[config.mk]
export PLATFORM = sky130hd
export DESIGN_NAME = adsr_mc
export DESIGN_NICKNAME = d
export VERILOG_FILES = /design/src/rtl/adsr_pkg.sv /design/src/rtl/adsr_ch.sv /design/src/rtl/adsr_mc.sv
export SDC_FILE = /design/constraint.sdc
export NUM_CORES = 1
export LEC_CHECK = 0
export ABC_AREA = 0
export CAP_MARGIN = 15
export CORE_MARGIN = 5
export CORE_UTILIZATION = 30
export CTS_CLUSTER_DIAMETER = 50
export DETAILED_ROUTE_END_ITERATION = 7
export HOLD_SLACK_MARGIN = 0.1
export PLACE_DENSITY = 0.48
export SYNTH_ARGS = -nofsm -noshare
export SYNTH_HDL_FRONTEND = slang
export SYNTH_HIERARCHICAL = 1
export SYNTH_SLANG_ARGS = --single-unit
[constraint.sdc]
create_clock -name clk -period 5.2 [get_ports clk]
set_input_delay 1.56 -clock clk [delete_from_list [all_inputs] [get_ports clk]]
set_output_delay 1.56 -clock clk [all_outputs]
set_load 0.05 [all_outputs]
[src/rtl/adsr_pkg.sv]
// Shared definitions for the multi-channel ADSR envelope generator.
// Holds the per-channel state encoding, the default prescaler base and
// the prescaler threshold function used by every channel.
package adsr_pkg;

  typedef enum logic [2:0] {
    ST_IDLE    = 3'd0,
    ST_ATTACK  = 3'd1,
    ST_DECAY   = 3'd2,
    ST_SUSTAIN = 3'd3,
    ST_RELEASE = 3'd4
  } adsr_state_t;

  localparam int unsigned STEP_BASE_DEF = 190;

  // Threshold for time index sh: base shifted up with the vacated low bits
  // filled with ones. Callers truncate to their counter width.
  function automatic logic [63:0] thr_calc(input int unsigned base,
                                           input int unsigned sh);
    return (64'(base) << sh) | ((64'd1 << sh) - 64'd1);
  endfunction

endpackage

[src/rtl/adsr_ch.sv]
// Single ADSR envelope channel: state machine, step prescaler and level.
// Ports:
//   clk, rstn            clock, asynchronous active-low reset
//   gate, trig, legato   note-on level, retrigger pulse, attack-continue mode
//   a_idx, d_idx, r_idx  already-saturated time indices
//   s_level              sustain level
//   level                registered envelope level
//   active               registered, high whenever the channel is not idle
//   done                 registered one-cycle pulse on release -> idle
module adsr_ch
  import adsr_pkg::*;
#(
  parameter int unsigned NBIT_DATA = 6,
  parameter int unsigned NBIT_IDX  = 4,
  parameter int unsigned NBIT_CNT  = 24,
  parameter int unsigned STEP_BASE = STEP_BASE_DEF
) (
  input  logic                 clk,
  input  logic                 rstn,
  input  logic                 gate,
  input  logic                 trig,
  input  logic                 legato,
  input  logic [NBIT_IDX-1:0]  a_idx,
  input  logic [NBIT_IDX-1:0]  d_idx,
  input  logic [NBIT_IDX-1:0]  r_idx,
  input  logic [NBIT_DATA-1:0] s_level,
  output logic [NBIT_DATA-1:0] level,
  output logic                 active,
  output logic                 done
);

  localparam logic [NBIT_DATA-1:0] LVL_MAX = '1;

  adsr_state_t          state, state_nxt;
  logic [NBIT_DATA-1:0] level_q, level_nxt;
  logic [NBIT_CNT-1:0]  cnt_q, cnt_nxt, thr;
  logic [NBIT_IDX-1:0]  idx_cur;
  logic                 tick;
  logic                 restart;
  logic                 active_q, done_q;

  // Prescaler threshold follows the live index of the current phase.
  always_comb begin
    case (state)
      ST_ATTACK: idx_cur = a_idx;
      ST_DECAY:  idx_cur = d_idx;
      default:   idx_cur = r_idx;
    endcase
    thr  = NBIT_CNT'(thr_calc(STEP_BASE, 32'(idx_cur)));
    tick = (state == ST_ATTACK || state == ST_DECAY || state == ST_RELEASE) &&
           (cnt_q == thr);
  end

  always_ff @(posedge clk or negedge rstn) begin
    if (!rstn) begin
      state    <= ST_IDLE;
      level_q  <= '0;
      cnt_q    <= '0;
      active_q <= 1'b0;
      done_q   <= 1'b0;
    end else begin
      state    <= state_nxt;
      level_q  <= level_nxt;
      cnt_q    <= cnt_nxt;
      active_q <= (state_nxt != ST_IDLE);
      done_q   <= (state == ST_RELEASE) && (state_nxt == ST_IDLE);
    end
  end

  // restart marks an attack entry governed by legato (trig, or re-gate
  // during release); it also covers attack -> attack retriggers.
  always_comb begin
    state_nxt = state;
    restart   = 1'b0;
    if (!gate && (state == ST_ATTACK || state == ST_DECAY || state == ST_SUSTAIN)) begin
      state_nxt = ST_RELEASE;
    end else if (gate && trig) begin
      state_nxt = ST_ATTACK;
      restart   = 1'b1;
    end else begin
      case (state)
        ST_IDLE: begin
          if (gate) state_nxt = ST_ATTACK;
        end
        ST_ATTACK: begin
          if (tick && level_q == LVL_MAX) state_nxt = ST_DECAY;
        end
        ST_DECAY: begin
          if (level_q <= s_level) state_nxt = ST_SUSTAIN;
        end
        ST_SUSTAIN: ;
        ST_RELEASE: begin
          if (gate) begin
            state_nxt = ST_ATTACK;
            restart   = 1'b1;
          end else if (level_q == '0) begin
            state_nxt = ST_IDLE;
          end
        end
        default: state_nxt = ST_IDLE;
      endcase
    end
  end

  // Level only moves while the phase is unchanged; every phase change holds it
  // except a restart, where legato decides.
  always_comb begin
    level_nxt = level_q;
    cnt_nxt   = cnt_q + NBIT_CNT'(1);
    if (restart) begin
      level_nxt = legato ? level_q : '0;
    end else if (state_nxt == state) begin
      case (state)
        ST_ATTACK: begin
          if (tick && level_q != LVL_MAX) level_nxt = level_q + NBIT_DATA'(1);
        end
        ST_DECAY, ST_RELEASE: begin
          if (tick && level_q != '0) level_nxt = level_q - NBIT_DATA'(1);
        end
        ST_SUSTAIN: level_nxt = s_level;
        default: ;
      endcase
    end
    if (restart || state_nxt != state || state == ST_IDLE ||
        state == ST_SUSTAIN || tick) begin
      cnt_nxt = '0;
    end
  end

  assign level  = level_q;
  assign active = active_q;
  assign done   = done_q;

endmodule

[src/rtl/adsr_mc.sv]
// Multi-channel ADSR envelope generator.
// Ports:
//   clk, rstn            clock, asynchronous active-low reset
//   gate, trig [NCH]     per-channel note-on level and retrigger pulse
//   legato               0: attack restarts at 0, 1: attack continues
//   a_idx, d_idx, r_idx  shared time indices, saturated to MAX_IDX here
//   s_level              shared sustain level
//   dout                 channel k level at [k*NBIT_DATA +: NBIT_DATA]
//   active, done [NCH]   per-channel busy flag and end-of-release pulse
module adsr_mc
  import adsr_pkg::*;
#(
  parameter int unsigned NBIT_DATA = 6,
  parameter int unsigned NBIT_IDX  = 4,
  parameter int unsigned MAX_IDX   = 14,
  parameter int unsigned NCH       = 4,
  parameter int unsigned NBIT_CNT  = 24,
  parameter int unsigned STEP_BASE = STEP_BASE_DEF
) (
  input  logic                     clk,
  input  logic                     rstn,
  input  logic [NCH-1:0]           gate,
  input  logic [NCH-1:0]           trig,
  input  logic                     legato,
  input  logic [NBIT_IDX-1:0]      a_idx,
  input  logic [NBIT_IDX-1:0]      d_idx,
  input  logic [NBIT_IDX-1:0]      r_idx,
  input  logic [NBIT_DATA-1:0]     s_level,
  output logic [NCH*NBIT_DATA-1:0] dout,
  output logic [NCH-1:0]           active,
  output logic [NCH-1:0]           done
);

  localparam logic [NBIT_IDX-1:0] IDX_LIM = NBIT_IDX'(MAX_IDX);

  logic [NBIT_IDX-1:0] a_sat, d_sat, r_sat;

  always_comb begin
    a_sat = (a_idx > IDX_LIM) ? IDX_LIM : a_idx;
    d_sat = (d_idx > IDX_LIM) ? IDX_LIM : d_idx;
    r_sat = (r_idx > IDX_LIM) ? IDX_LIM : r_idx;
  end

  for (genvar k = 0; k < NCH; k++) begin : g_ch
    adsr_ch #(
      .NBIT_DATA (NBIT_DATA),
      .NBIT_IDX  (NBIT_IDX),
      .NBIT_CNT  (NBIT_CNT),
      .STEP_BASE (STEP_BASE)
    ) u_ch (
      .clk     (clk),
      .rstn    (rstn),
      .gate    (gate[k]),
      .trig    (trig[k]),
      .legato  (legato),
      .a_idx   (a_sat),
      .d_idx   (d_sat),
      .r_idx   (r_sat),
      .s_level (s_level),
      .level   (dout[k*NBIT_DATA +: NBIT_DATA]),
      .active  (active[k]),
      .done    (done[k])
    );
  end

endmodule

==> impl_metrics.env <==
export IMPL_start_util=0.303
export IMPL_multi_input_area_sq_um=8450
export IMPL_synth_fp_nets=1637
export IMPL_path_delay_family="compound AO/OA/AOI/OAI gates"
export IMPL_finalHoldViolations=0
export IMPL_cp_end_kind="flip-flop"
export IMPL_worstSetupPathType="in -> reg"
export IMPL_hold_path_depth=1
export IMPL_ys_seq_area_frac=0.276
export IMPL_cts_max_path_buffers=2
export IMPL_place_gp_congestion=0.887
export IMPL_hpwl_microns=29300
export IMPL_routed_wirelength_microns=39100
export IMPL_finalCriticalPeriod_ps=4760
export IMPL_synthCells=1560
export IMPL_die_w_microns=216
export IMPL_fmax_ghz=0.210
export IMPL_ys_seq_elements=140
export IMPL_power_frac_clock=0.430
export IMPL_holdCritPathClass="reg -> reg"
export IMPL_die_height_microns=216
export IMPL_yosys_warnings=6
export IMPL_yosys_area_top_type="dfrtp_1"
export IMPL_area_growth_syn_to_layout_pct=16.3
export IMPL_tns_ps=0
export IMPL_cts_clk_slew_worst_paths_ps=60
export IMPL_seqCellArea_sq_um=3500
export IMPL_switching_share=0.312
export IMPL_r2r_end="g_ch[3].u_ch/level[1]$_DFFE_PN0P_"
export IMPL_grt_max_degree=88
export IMPL_hold_buffers=0
export IMPL_cp_num_buf_inv=2
export IMPL_overflow=0
export IMPL_cts_sinks=140
export IMPL_die_area_sq_um=46500
export IMPL_core_area_sq_um=41900
export IMPL_wl_per_cell_microns=18.0
export IMPL_drt_first_pass_iters=6
export IMPL_ir_drop_mv=0.234
export IMPL_slew_headroom=0.402
export IMPL_cts_tree="yes"
export IMPL_h_tree_depth=4
export IMPL_cp_start_kind="input port"
export IMPL_r2r_setup_slack_ps=1170
export IMPL_n_fill_cell=4375
export IMPL_min_to="g_ch[1].u_ch/cnt_q[0]$_DFF_PN0_"
export IMPL_p_int_mw=2.24
export IMPL_syn_area_sq_um=12700
export IMPL_synth_most_common_cell="nor2_1"
export IMPL_cpMaxStageDelayCell="clkdlybuf4s50_1"
export IMPL_layout_drive_gt1_share=0.118
export IMPL_clock_latency_ps=450
export IMPL_synth_avg_cell_area_sq_um=8.13
export IMPL_p_seq_frac=0.349
export IMPL_worstMarginPinSlew_ps=897
export IMPL_synthTopCellsByArea="dfrtp_1, nor2_1, xnor2_1, ha_1, nand2_1"
export IMPL_arrival_ps=5120
export IMPL_synth_async_reset_ratio=1.00
export IMPL_grt_setup_unrepaired="no"
export IMPL_ys_flop_type="dfrtp_1"
export IMPL_ys_types=102
export IMPL_first_global_vias=11100
export IMPL_diodes=0
export IMPL_io_pins=61
export IMPL_vias=11900
export IMPL_antenna_found_initial=0
export IMPL_post_synth_top_area_fraction=0.276
export IMPL_grt_usage=0.166
export IMPL_grt_pass1_wl_microns=63500
export IMPL_drv_slew=0
export IMPL_viasPerCell=5.48
export IMPL_setup_viol=0
export IMPL_min_period_over_period=0.915
export IMPL_cellPowerDensity_nw_per_um2=220
export IMPL_synth_edf_count=0
export IMPL_final_nets=1696
export IMPL_switchingPower_mw=1.01
export IMPL_crit_required_ps=5560
export IMPL_crit_chain="clkdlybuf4s50_1 > a31oi_1 > and3b_1 > o21ai_1 > and2_1 > o21ai_0 > a22o_1 > a2111oi_0 > and4_1 > and3_1 > a21boi_1 > a211oi_4 > buf_12 > mux2i_1"
export IMPL_p_comb_frac=0.221
export IMPL_reg2reg_from="g_ch[3].u_ch/state[1]$_DFF_PN0_"
export IMPL_first_iter_violations=918
export IMPL_worstRegToRegCells=12
export IMPL_hold_start="g_ch[1].u_ch/cnt_q[0]$_DFF_PN0_"
export IMPL_cts_setup_buffers=0
export IMPL_timing_final_ws_setup_ps=445
export IMPL_outcome="completed"
export IMPL_portBuffers=60
export IMPL_rows=75
export IMPL_clock_skew_ps=7.35
export IMPL_clockRootBuffer="clkbuf_16"
export IMPL_crit_fanout=8
export IMPL_p_leak_nw=5.91
export IMPL_slowest_delay_ps=480
export IMPL_drc=0
export IMPL_final_antenna_net_count=0
export IMPL_ys_top_cells_by_count="nor2_1, dfrtp_1, nand2_1"
export IMPL_maxCapViolations=0
export IMPL_dp_slack_ps=-26.3
export IMPL_cts_resized=0
export IMPL_cts_buffers=17
## worst max path at each step
stage          startpoint                           endpoint  cells past startpoint
5_1_grt          a_idx[1]  g_ch[3].u_ch/level[5]$_DFFE_PN0P_                     14
6_report         a_idx[1]  g_ch[3].u_ch/level[1]$_DFFE_PN0P_                     14
4_1_cts          a_idx[1]  g_ch[3].u_ch/level[1]$_DFFE_PN0P_                     14
2_1_floorplan    r_idx[3]  g_ch[3].u_ch/level[0]$_DFFE_PN0P_                     13
3_3_place_gp     a_idx[0]  g_ch[3].u_ch/level[0]$_DFFE_PN0P_                     16
3_5_place_dp     a_idx[1]  g_ch[3].u_ch/level[1]$_DFFE_PN0P_                     14
## power groups by stage
stage	combinational (mW)	clock [mW]	sequential (mW)
2_1_floorplan	0.476	0	1.15
3_3_place_gp	0.713	0	1.15
3_5_place_dp	0.712	0	1.15
4_1_cts	0.716	1.44	1.13
5_1_grt	0.790	1.48	1.14
6_report	0.718	1.40	1.13
## cell usage in the layout (no fill, tap or decap), drive strengths merged, types with 19 or more instances in the layout
master,count
a211oi,25
a21oi,94
a31oi,24
and3,32
buf,68
clkbuf,19
clkdlybuf4s50,59
dfrtp,140
ha,44
inv,75
mux2i,28
nand2,135
nand3,72
nand3b,22
nand4,33
nor2,213
nor2b,23
nor3,37
nor4,21
o211ai,20
o21a,31
o21ai,66
xnor2,71
xor2,49
## logic make-up (layout without fill, tap and decap cells)
family          Yosys count  in the layout  synth area share
simple gates            641            641             0.259
xor+xnor                120            120            0.0876
mux                      30             30            0.0239
fa+ha+maj                48             48            0.0497
buf+inv                 161            233            0.0568
flops                   140            140             0.276
compound gates          420            420             0.247
## per-stage QoR
step / cell area (sq um) / std cells / power, mW / utilization / hold slack (ps)
5_1_grt: 14700 / 2171 / 3.41 / 0.352 / 565
3_5_place_dp: 14100 / 2139 / 1.87 / 0.337 / 533
4_1_cts: 14700 / 2171 / 3.29 / 0.352 / 545
6_report: 14700 / 2171 / 3.25 / 0.352 / 539
3_3_place_gp: 14100 / 2139 / 1.87 / 0.337 / 515
2_1_floorplan: 12700 / 1560 / 1.62 / - / 482
## flip-flops by register name, summed over array words and instances, names as in the netlist
name              flops
g_ch.u_ch/cnt_q      96
g_ch.u_ch/level      24
g_ch.u_ch/state      12
g_ch.u_ch/active      4
g_ch.u_ch/done        4
## worst register-to-register path: stages, from the launching register on
cell       delay, ps
dfrtp_1          870
xor2_2           460
a21boi_2         200
nor2_2           370
o21ai_0          130
o31a_1           250
a2111oi_0        370
and4_1           320
and3_1           190
a21boi_1         100
a211oi_4         330
buf_12           160
mux2i_1          190
## area by class of cell
type	instances	share of cell area
timing repair buffer	127	0.0800
sequential	140	0.238
clock buffer	19	0.0300
tap	539	0.0457
inverter	74	0.0188
multi-input combinational	1259	0.573
clock inverter	13	0.0146
## layer usage
layer / GRT usage / vias up / share of wire / wire length [microns]
li1: - / 5805 / - / -
met1: 0.244 / 5714 / 0.49 / 19300
met2: 0.250 / 331 / 0.44 / 17100
met3: 0.0263 / 48 / 0.044 / 1700
met4: 0.0544 / 0 / 0.026 / 1010
met5: 0 / - / 0 / 0
No activity file was read; power rests on OpenSTA's default activity.
